[config.mk]
export PLATFORM = sky130hd
export DESIGN_NAME = car_wipe_acc
export DESIGN_NICKNAME = d
export VERILOG_FILES = /design/src/rtl/car_wipe_pkg.sv /design/src/rtl/car_wipe_mult.sv /design/src/rtl/car_wipe_acc.sv
export SDC_FILE = /design/constraint.sdc
export NUM_CORES = 1
export LEC_CHECK = 0
export ABC_AREA = 1
export BUFFER_PORTS_ARGS = -buffer_cell sky130_fd_sc_hd__buf_2
export CELL_PAD_IN_SITES_DETAIL_PLACEMENT = 0
export CELL_PAD_IN_SITES_GLOBAL_PLACEMENT = 1
export CORE_MARGIN = 2
export CORE_UTILIZATION = 44
export DETAILED_ROUTE_END_ITERATION = 12
export HOLD_SLACK_MARGIN = 0.1
export PLACE_DENSITY_LB_ADDON = 0.1
export SLEW_MARGIN = 20
export SYNTH_ARGS = -nofsm -noshare
export SYNTH_HDL_FRONTEND = slang
export SYNTH_SLANG_ARGS = --single-unit
[constraint.sdc]
create_clock -name rx_clk -period 5 [get_ports rx_clk]
set_input_delay 0.25 -clock rx_clk [delete_from_list [all_inputs] [get_ports rx_clk]]
set_output_delay 0.25 -clock rx_clk [all_outputs]
set_load 0.01 [all_outputs]
[src/rtl/car_wipe_pkg.sv]
// Shared types and helpers for the carrier wipe-off / integrate-and-dump slice.
// The saturation helpers are only referenced when CAR_WIPE_SAT_EN is defined.
package car_wipe_pkg;

  typedef enum logic {IDLE = 1'b0, RUN = 1'b1} state_e;

  localparam int SAT_CONST_W = 64;

  function automatic int prod_width(input int if_w, input int car_w);
    return if_w + car_w;
  endfunction

  function automatic logic signed [SAT_CONST_W-1:0] sat_max(input int w);
    return (64'sd1 <<< (w - 1)) - 64'sd1;
  endfunction

  function automatic logic signed [SAT_CONST_W-1:0] sat_min(input int w);
    return -(64'sd1 <<< (w - 1));
  endfunction

endpackage

[src/rtl/car_wipe_mult.sv]
// One channel of the wipe-off mixer: registered signed IF x carrier product,
// optionally negated (Q channel).
module car_wipe_mult
  import car_wipe_pkg::*;
#(
  parameter int IF_WIDTH  = 4,
  parameter int CAR_WIDTH = 8,
  parameter bit NEGATE    = 1'b0,
  localparam int PROD_W   = prod_width(IF_WIDTH, CAR_WIDTH)
) (
  input  logic              clk,
  input  logic              rst,
  input  logic              in_vld,
  input  logic [IF_WIDTH-1:0]  in_if,
  input  logic [CAR_WIDTH-1:0] in_car,
  output logic [PROD_W-1:0] out_prod,
  output logic              out_vld
);

  logic signed [IF_WIDTH-1:0]  if_s;
  logic signed [CAR_WIDTH-1:0] car_s;
  logic signed [PROD_W-1:0]    prod_raw;
  logic signed [PROD_W-1:0]    prod_p1_d;
  logic signed [PROD_W-1:0]    prod_p1_q;
  logic                        vld_p1_q;

  always_comb begin
    if_s      = in_if;
    car_s     = in_car;
    prod_raw  = PROD_W'(if_s) * PROD_W'(car_s);
    // Full-width product magnitude never reaches 2^(PROD_W-1), so negation is safe.
    prod_p1_d = NEGATE ? -prod_raw : prod_raw;
  end

  // stage 1: product register
  always_ff @(posedge clk) begin
    if (rst) vld_p1_q <= 1'b0;
    else     vld_p1_q <= in_vld;
  end

  always_ff @(posedge clk) begin
    if (in_vld) prod_p1_q <= prod_p1_d;
  end

  assign out_prod = prod_p1_q;
  assign out_vld  = vld_p1_q;

endmodule

[src/rtl/car_wipe_acc.sv]
// Carrier wipe-off and integrate-and-dump: I = if*cos, Q = -if*sin, summed over
// rx_dump_len valid samples. Define CAR_WIPE_SAT_EN for saturating accumulators + tx_sat_flag.
module car_wipe_acc
  import car_wipe_pkg::*;
#(
  parameter int CAR_WIDTH      = 8,
  parameter int IF_WIDTH       = 4,
  parameter int ACC_OUT_WIDTH  = 24,
  parameter int DUMP_CNT_WIDTH = 16
) (
  input  logic                      rx_clk,
  input  logic                      rx_rst,
  input  logic                      rx_en,
  input  logic [DUMP_CNT_WIDTH-1:0] rx_dump_len,
  input  logic [IF_WIDTH-1:0]       rx_if,
  input  logic                      rx_if_vld,
  input  logic [CAR_WIDTH-1:0]      rx_car_cos,
  input  logic [CAR_WIDTH-1:0]      rx_car_sin,
  output logic [ACC_OUT_WIDTH-1:0]  tx_i_acc,
  output logic [ACC_OUT_WIDTH-1:0]  tx_q_acc,
`ifdef CAR_WIPE_SAT_EN
  output logic                      tx_sat_flag,
`endif
  output logic                      tx_dump_vld
);

  localparam int PROD_W = prod_width(IF_WIDTH, CAR_WIDTH);

  logic [PROD_W-1:0] prod_i_p1, prod_q_p1;
  logic              vld_i_p1, vld_q_p1, vld_p1;

  car_wipe_mult #(.IF_WIDTH(IF_WIDTH), .CAR_WIDTH(CAR_WIDTH), .NEGATE(1'b0)) u_mult_i (
    .clk(rx_clk), .rst(rx_rst), .in_vld(rx_if_vld & rx_en), .in_if(rx_if),
    .in_car(rx_car_cos), .out_prod(prod_i_p1), .out_vld(vld_i_p1)
  );

  car_wipe_mult #(.IF_WIDTH(IF_WIDTH), .CAR_WIDTH(CAR_WIDTH), .NEGATE(1'b1)) u_mult_q (
    .clk(rx_clk), .rst(rx_rst), .in_vld(rx_if_vld & rx_en), .in_if(rx_if),
    .in_car(rx_car_sin), .out_prod(prod_q_p1), .out_vld(vld_q_p1)
  );

  assign vld_p1 = vld_i_p1 & vld_q_p1;

  state_e                           state_q, state_d;
  logic signed [ACC_OUT_WIDTH-1:0]  acc_i_q, acc_i_d, acc_q_q, acc_q_d;
  logic signed [ACC_OUT_WIDTH-1:0]  tx_i_q, tx_i_d, tx_q_q, tx_q_d;
  logic signed [ACC_OUT_WIDTH-1:0]  ext_i, ext_q, sum_i, sum_q;
  logic [DUMP_CNT_WIDTH-1:0]        cnt_q, cnt_d, len_q, len_d, len_eff;
  logic                             tx_vld_q, tx_vld_d, last_smp;

`ifdef CAR_WIPE_SAT_EN
  localparam logic signed [ACC_OUT_WIDTH-1:0] SAT_MAX = ACC_OUT_WIDTH'(sat_max(ACC_OUT_WIDTH));
  localparam logic signed [ACC_OUT_WIDTH-1:0] SAT_MIN = ACC_OUT_WIDTH'(sat_min(ACC_OUT_WIDTH));

  logic sat_i_q, sat_i_d, sat_q_q, sat_q_d, tx_sat_q, tx_sat_d;
  logic ovf_i, ovf_q, sat_i_nxt, sat_q_nxt;
  logic signed [ACC_OUT_WIDTH-1:0] add_i, add_q;

  // Returns {clamped, value}; overflow shows as disagreeing top two bits of the wide sum.
  function automatic logic [ACC_OUT_WIDTH:0] sat_add(input logic signed [ACC_OUT_WIDTH-1:0] a,
                                                     input logic signed [ACC_OUT_WIDTH-1:0] b);
    logic signed [ACC_OUT_WIDTH:0] s;
    s = {a[ACC_OUT_WIDTH-1], a} + {b[ACC_OUT_WIDTH-1], b};
    if (s[ACC_OUT_WIDTH] != s[ACC_OUT_WIDTH-1])
      return {1'b1, s[ACC_OUT_WIDTH] ? SAT_MIN : SAT_MAX};
    return {1'b0, s[ACC_OUT_WIDTH-1:0]};
  endfunction
`endif

  always_comb begin
    ext_i    = ACC_OUT_WIDTH'(signed'(prod_i_p1));
    ext_q    = ACC_OUT_WIDTH'(signed'(prod_q_p1));
    len_eff  = (len_q == '0) ? DUMP_CNT_WIDTH'(1) : len_q;
    last_smp = (cnt_q + DUMP_CNT_WIDTH'(1)) == len_eff;
`ifdef CAR_WIPE_SAT_EN
    {ovf_i, add_i} = sat_add(acc_i_q, ext_i);
    {ovf_q, add_q} = sat_add(acc_q_q, ext_q);
    // A clamped channel holds its rail until the period ends.
    sum_i     = sat_i_q ? acc_i_q : add_i;
    sum_q     = sat_q_q ? acc_q_q : add_q;
    sat_i_nxt = sat_i_q | ovf_i;
    sat_q_nxt = sat_q_q | ovf_q;
`else
    sum_i = acc_i_q + ext_i;
    sum_q = acc_q_q + ext_q;
`endif

    state_d  = state_q;
    acc_i_d  = acc_i_q;
    acc_q_d  = acc_q_q;
    cnt_d    = cnt_q;
    len_d    = len_q;
    tx_i_d   = tx_i_q;
    tx_q_d   = tx_q_q;
    tx_vld_d = 1'b0;
`ifdef CAR_WIPE_SAT_EN
    sat_i_d  = sat_i_q;
    sat_q_d  = sat_q_q;
    tx_sat_d = 1'b0;
`endif

    case (state_q)
      IDLE: begin
        acc_i_d = '0;
        acc_q_d = '0;
        cnt_d   = '0;
        len_d   = rx_dump_len;
`ifdef CAR_WIPE_SAT_EN
        sat_i_d = 1'b0;
        sat_q_d = 1'b0;
`endif
        if (rx_en) state_d = RUN;
      end
      RUN: begin
        if (!rx_en) begin
          state_d = IDLE;
          acc_i_d = '0;
          acc_q_d = '0;
          cnt_d   = '0;
`ifdef CAR_WIPE_SAT_EN
          sat_i_d = 1'b0;
          sat_q_d = 1'b0;
`endif
        end else if (vld_p1) begin
          if (last_smp) begin
            tx_i_d   = sum_i;
            tx_q_d   = sum_q;
            tx_vld_d = 1'b1;
            acc_i_d  = '0;
            acc_q_d  = '0;
            cnt_d    = '0;
            len_d    = rx_dump_len;
`ifdef CAR_WIPE_SAT_EN
            tx_sat_d = sat_i_nxt | sat_q_nxt;
            sat_i_d  = 1'b0;
            sat_q_d  = 1'b0;
`endif
          end else begin
            acc_i_d = sum_i;
            acc_q_d = sum_q;
            cnt_d   = cnt_q + DUMP_CNT_WIDTH'(1);
`ifdef CAR_WIPE_SAT_EN
            sat_i_d = sat_i_nxt;
            sat_q_d = sat_q_nxt;
`endif
          end
        end
      end
      default: state_d = IDLE;
    endcase
  end

  // stage 2: accumulate / dump
  always_ff @(posedge rx_clk) begin
    if (rx_rst) begin
      state_q  <= IDLE;
      acc_i_q  <= '0;
      acc_q_q  <= '0;
      cnt_q    <= '0;
      len_q    <= '0;
      tx_i_q   <= '0;
      tx_q_q   <= '0;
      tx_vld_q <= 1'b0;
`ifdef CAR_WIPE_SAT_EN
      sat_i_q  <= 1'b0;
      sat_q_q  <= 1'b0;
      tx_sat_q <= 1'b0;
`endif
    end else begin
      state_q  <= state_d;
      acc_i_q  <= acc_i_d;
      acc_q_q  <= acc_q_d;
      cnt_q    <= cnt_d;
      len_q    <= len_d;
      tx_i_q   <= tx_i_d;
      tx_q_q   <= tx_q_d;
      tx_vld_q <= tx_vld_d;
`ifdef CAR_WIPE_SAT_EN
      sat_i_q  <= sat_i_d;
      sat_q_q  <= sat_q_d;
      tx_sat_q <= tx_sat_d;
`endif
    end
  end

  assign tx_i_acc    = tx_i_q;
  assign tx_q_acc    = tx_q_q;
  assign tx_dump_vld = tx_vld_q;
`ifdef CAR_WIPE_SAT_EN
  assign tx_sat_flag = tx_sat_q;
`endif

endmodule

### Word level (Yosys, flattened, before mapping)

Index checks and enable logic that the tools add are counted.
W data, S select, Z words.

| word-level totals | value |
|---|---|
| register bits | 155 |
| output and inout port bits | 49 |
| bits of input ports | 40 |
| word-level logic and storage cells | 49 |

| operators by class | value |
|---|---|
| add/sub/neg operators | 4 |
| equal/unequal tests | 5 |
| muxes and demuxes | 19 |
| $mul | 2 |
| bitwise operators | 4 |
| reductions and logical operators | 4 |

Operators by type and width:

| cell | number |
|---|---|
| $mux W24 | 6 |
| $mux W16 | 7 |
| $pmux W24 S2 | 2 |
| $pmux W16 S2 | 2 |
| $add A24 B12 Y24 | 2 |
| $mul A4 B8 Y12 | 2 |
| $add A16 B1 Y16 const B | 1 |
| $eq A16 B16 Y1 | 1 |
| $logic_not A16 Y1 | 1 |
| $neg A12 Y12 | 1 |
| $ne A2 B1 Y1 const B | 2 |
| $reduce_and A4 Y1 | 1 |
| $reduce_or A4 Y1 | 1 |
| $ne A3 B2 Y1 const B | 1 |
| $not A1 Y1 | 3 |
| $reduce_and A3 Y1 | 1 |
| $mux W1 | 2 |
| $ne A2 B2 Y1 const B | 1 |
| $and A1 B1 Y1 | 1 |

### Longest topological paths before layout

| logic depth | value |
|---|---|
| depth in word-level cells | 7 |
| depth in mapped cells | 20 |
| gate-level depth less buffers | 18 |

### Modules after synthesis

From an unflattened synthesis, not the netlist that was laid out.

| unflattened totals | value |
|---|---|
| cell total of the unflattened synthesis | 1,725 |
| area, all modules | 11,623.6 um^2 |

Modules (own cells, without submodules):

| module | seq. area each (um^2) | times used | cells an instance | area an instance (um^2) |
|---|---|---|---|---|
| car_wipe_acc | 2,602.5 | 1 | 1,313 | 8,301.7 |
| car_wipe_mult (u_mult_q) | 380.4 | 1 | 230 | 1,760.4 |
| car_wipe_mult (u_mult_i) | 380.4 | 1 | 182 | 1,561.5 |

### Worst setup path after synthesis

OpenSTA, ideal clock, no wires.

| timing path | value |
|---|---|
| path kind | input -> register |
| start | in rx_if[2] |
| end | reg u_mult_i.prod_p1_q[11] (netlist: u_mult_i.out_prod[11]) (data pin) |
| library setup time | 0.260 ns |
| required time | 4.740 ns |
| data arrival time | 3.668 ns |
| cell stages on the path | 17 |
| slack | 1.072 ns |
| path buffers | 2 |
| cell sequence | clkbuf_1 -> clkbuf_1 -> nand2_1 -> fa_1 -> fa_1 -> inv_1 -> fa_1 -> ha_1 -> fa_1 -> nand3_1 -> nand3_1 -> a21oi_1 -> o21bai_1 -> nand2_1 -> nand2_1 -> a21oi_1 -> xnor2_1 |

| between the ends | value |
|---|---|
| cells in the longest elaborated chain, start to end | 1 |

RTL lines:

| element | RTL line | source |
|---|---|---|
| from (decl) | car_wipe_acc.sv:15 | `input logic [IF_WIDTH-1:0] rx_if,` |
| $mul A4 B8 Y12 | car_wipe_mult.sv:30 | `prod_raw = PROD_W'(if_s) * PROD_W'(car_s);` |
| named net u_mult_i.prod_p1_d[11] | car_wipe_mult.sv:23 | `logic signed [PROD_W-1:0] prod_p1_d;` |
| to (signal assigned) | car_wipe_mult.sv:42 | `if (in_vld) prod_p1_q <= prod_p1_d;` |
| to (decl) | car_wipe_mult.sv:24 | `logic signed [PROD_W-1:0] prod_p1_q;` |

The timed path passes the listed nets, and every way through them passes these cells.
A chain may end at the register's enable or synchronous reset.

### Worst setup path after layout

| timing path | value |
|---|---|
| start | in rx_if[3] |
| end | reg u_mult_i.prod_p1_q[11] (netlist: u_mult_i.out_prod[11]) (data pin) |

Same word-level chain as after synthesis.

==> metrics.txt <==
# TYPE chip_impl_metric gauge
chip_impl_metric{name="floorplan.die.width",unit="um"} 165
chip_impl_info{name="yosysMostFrequentCell",value="nand2_1"} 1
chip_impl_metric{name="htree_num_levels",unit=""} 4
chip_impl_metric{name="worst_pin_slew",unit="ns"} 0.894
chip_impl_metric{name="worst_slew_margin_rel",unit="%"} 40.4
chip_impl_metric{name="drtPass1Iterations",unit=""} 5
chip_impl_metric{name="setup_violations",unit=""} 0
chip_impl_metric{name="finalClockSkew",unit="ns"} 0.0163
chip_impl_metric{name="routedWlPerCell",unit="um"} 13.3
chip_impl_metric{name="syn-instance-count",unit=""} 1668
chip_impl_metric{name="starting_drc_count_in_detailed_routing",unit=""} 530
chip_impl_metric{name="synth.top_cell.area_share",unit="%"} 23.1
chip_impl_metric{name="cts_inserted_buffers",unit=""} 17
chip_impl_metric{name="io-pin-count",unit=""} 89
chip_impl_metric{name="initial_antenna_violation_count",unit=""} 0
chip_impl_metric{name="totalWireLength",unit="um"} 27900
chip_impl_metric{name="post_synth_instance_area",unit="um2"} 11400
chip_impl_metric{name="core_area",unit="um2"} 25300
chip_impl_metric{name="finalInstanceArea",unit="um2"} 12800
chip_impl_info{name="synth_largest_area_cell",value="dfxtp_1"} 1
chip_impl_metric{name="dp_cells",unit=""} 2044
chip_impl_metric{name="synth-edff-count",unit=""} 24
chip_impl_metric{name="ys_types",unit=""} 37
chip_impl_metric{name="ctsLongestPathBuffers",unit=""} 2
chip_impl_metric{name="max_cap_violation_count",unit=""} 0
chip_impl_info{name="commonest_cells_in_the_synthesized_netlist",value="495 x nand2_1, 237 x inv_1, 198 x nor2_1"} 1
chip_impl_metric{name="min_period_over_period",unit="%"} 75.4
chip_impl_metric{name="dp_hpwl",unit="um"} 20900
chip_impl_metric{name="placement.cell_area",unit="um2"} 12100
chip_impl_metric{name="leakage_dissipation",unit="nW"} 6.56
chip_impl_metric{name="grt_pass1_vias",unit=""} 9906
chip_impl_info{name="setup.worst_path.class",value="in2reg"} 1
chip_impl_info{name="run_status",value="finished clean"} 1
chip_impl_info{name="timing.critical_path.cells",value="buf_2 > inv_1 > or2_2 > fa_1 > fa_1 > inv_1 > fa_1 > ha_1 > fa_1 > nand3_1 > nand3_1 > a21oi_1 > o21bai_1 > nand2_1 > nand2_1 > a21oi_1 > xnor2_1"} 1
chip_impl_metric{name="critical-path-max-stage-delay",unit="ns"} 0.54
chip_impl_metric{name="tritoncts_num_sinks",unit=""} 155
chip_impl_metric{name="postSynthNetCount",unit=""} 1837
chip_impl_metric{name="route.vias.total",unit=""} 10200
chip_impl_metric{name="proportion_of_layout_cells_with_a_drive_suffix_above_1",unit="%"} 8.11
chip_impl_metric{name="hold_slack",unit="ns"} 0.144
chip_impl_metric{name="fmax_achieved",unit="MHz"} 265
chip_impl_metric{name="layout.cells.non_filler",unit=""} 2093
chip_impl_metric{name="remaining_drc_errors",unit=""} 0
chip_impl_metric{name="routabilityCongestion",unit=""} 0.882
chip_impl_metric{name="p_per_area",unit="nW/um2"} 303
chip_impl_metric{name="die_h",unit="um"} 165
chip_impl_metric{name="area_growth_syn_to_layout",unit="%"} 12.9
chip_impl_info{name="endpoint_kind",value="register"} 1
chip_impl_metric{name="timing.final.max_slew_violations",unit=""} 0
chip_impl_metric{name="rows",unit=""} 58
chip_impl_metric{name="die_area",unit="um2"} 27100
chip_impl_info{name="startpoint_type",value="input port"} 1
chip_impl_metric{name="globalRouteOverflowTotal",unit=""} 0
chip_impl_metric{name="largest_voltage_drop_on_the_vdd_net",unit="mV"} 0.219
chip_impl_metric{name="r2r.worst_path.cells",unit=""} 12
chip_impl_info{name="path_common_cell",value="fa_1"} 1
chip_impl_metric{name="nNetsFinal",unit=""} 1919
chip_impl_metric{name="synthArstFlopShare",unit="%"} 0
chip_impl_metric{name="cts_repair_resize_count",unit=""} 0
chip_impl_metric{name="ys_seq_area_share",unit="%"} 29.4
chip_impl_info{name="unrepaired_setup_endpoints_after_global_routing",value="false"} 1
chip_impl_info{name="tritoncts",value="yes"} 1
chip_impl_metric{name="yosys_warnings",unit=""} 0
chip_impl_metric{name="start_util",unit="%"} 45.0
chip_impl_metric{name="place_ws",unit="ns"} 0.793
chip_impl_metric{name="clock_insertion_delay_worst_skew",unit="ns"} 0.43
chip_impl_metric{name="cp_data_arrival_time",unit="ns"} 3.94
chip_impl_metric{name="hold_critical_path_depth",unit=""} 3
chip_impl_info{name="root_buffer",value="clkbuf_16"} 1
chip_impl_metric{name="synthesis.area_per_instance",unit="um2"} 6.81
chip_impl_metric{name="final.setup.worst_slack",unit="ns"} 1.23
chip_impl_metric{name="crit_path_max_fanout",unit=""} 16
chip_impl_metric{name="finalHoldViolCount",unit=""} 0
chip_impl_metric{name="detail-route-antenna-nets",unit=""} 0
chip_impl_metric{name="global_route.usage.total",unit="%"} 21.5
chip_impl_metric{name="worstPathRequired",unit="ns"} 5.17
chip_impl_metric{name="period_needed",unit="ns"} 3.77
chip_impl_info{name="synth_top_flop_cell",value="dfxtp_1"} 1
chip_impl_metric{name="io_buffers",unit=""} 88
chip_impl_info{name="cpMaxStageDelayCell",value="fa_1"} 1
chip_impl_metric{name="final.setup.tns",unit="ns"} 0
chip_impl_info{name="ys_top_cells_by_area",value="dfxtp_1 23%, nand2_1 16%, ha_1 10%, inv_1 7.8%, a21oi_1 6.6%"} 1
chip_impl_metric{name="largest_net_degree_at_the_start_of_global_routing",unit=""} 68
chip_impl_metric{name="synth.ff_latch_count",unit=""} 155
chip_impl_metric{name="viasPerCell",unit=""} 4.86
chip_impl_info{name="hold_path_class",value="in2reg"} 1
chip_impl_metric{name="antennaDiodeCount",unit=""} 0
chip_impl_metric{name="global_route_wire_length_before_repair",unit="um"} 47500
chip_impl_metric{name="clk_pin_slew_worst_paths",unit="ns"} 0.06
==> logic make-up (layout without fill, tap and decap cells) <==
family	count (synthesis)	in the layout	share of synthesized area (%)
xor+xnor	64	64	5.30
buf+inv	290	385	9.94
fa+ha+maj	129	129	16.4
simple gates	812	812	28.8
compound gates	218	218	10.1
flops	155	155	29.4
==> cells in the final DEF, fill, tap and decap left out, types with 40 or more instances in the layout <==
master / instances
nand2_1: 495
buf_2: 88
a21oi_1: 149
dfxtp_1: 131
nand3_1: 68
inv_1: 237
ha_1: 95
nor2_1: 197
o21ai_0: 40
==> sequential cells by signal, summed over array words and instances, names as in the netlist <==
| signal | cells |
|---|---|
| u_mult_i.out_prod | 12 |
| len_q | 16 |
| state_q | 1 |
| u_mult_i.out_vld | 1 |
| acc_i_q | 24 |
| cnt_q | 16 |
| u_mult_q.out_prod | 12 |
| tx_i_acc | 24 |
| tx_dump_vld | 1 |
| tx_q_acc | 24 |
| acc_q_q | 24 |
==> report_power, final <==
group          switching, mW  internal, mW  total (mW)
combinational          0.705         0.432        1.14
sequential            0.0535          1.37        1.42
clock                  0.573         0.760        1.33
==> worst max-delay path, delay by kind of cell <==
kind                     cells  cell delay, ns
XOR/XNOR                     1            0.08
AO/OA/AOI/OAI                3            0.39
buffers and inverters        3            0.42
AND/OR/NAND/NOR              5            0.68
adder cells (fa/ha/maj)      5            2.13
==> cell type report <==
| type | count | area, um2 |
|---|---|---|
| clock buffers | 18 | 439 |
| clock inverters | 14 | 156 |
| fillers | 2579 | 12400 |
| inverters | 240 | 901 |
| multi-input cells | 1223 | 6910 |
| flip-flops and latches | 155 | 3340 |
| well taps | 330 | 413 |
| repair buffers | 113 | 671 |
==> stage by stage <==
step | utilization (%) | power [mW]
2_1_floorplan | - | 2.31
3_3_place_gp | 47.8 | 2.58
3_5_place_dp | 47.8 | 2.59
4_1_cts | 50.8 | 3.95
5_1_grt | 50.8 | 4.18
6_report | 50.8 | 3.89
==> repair_timing <==
item | 4_1_cts | 5_1_grt
hold buffers | 17 | 0
endpoints found under the hold margin | 17 | 0
buffers inserted | 0 | 0
==> metal layers <==
metal	up-vias	track usage, %	share of wire (%)
met3	19	3.31	2.8
met4	0	4.11	0.98
met5	-	0	0
met1	4621	28.8	50
li1	5410	-	-
met2	119	37.0	47
==> final timing paths <==
check,from,endpoint,slack [ns]
max,rx_if[3],u_mult_i.out_prod[11],1.23
min,rx_if_vld,u_mult_i.out_vld,0.14
max reg2reg,u_mult_q.out_prod[0],acc_q_q[18],1.87
min reg2reg,acc_i_q[5],acc_i_q[5],0.47
No activity file was read; power rests on OpenSTA's default activity.
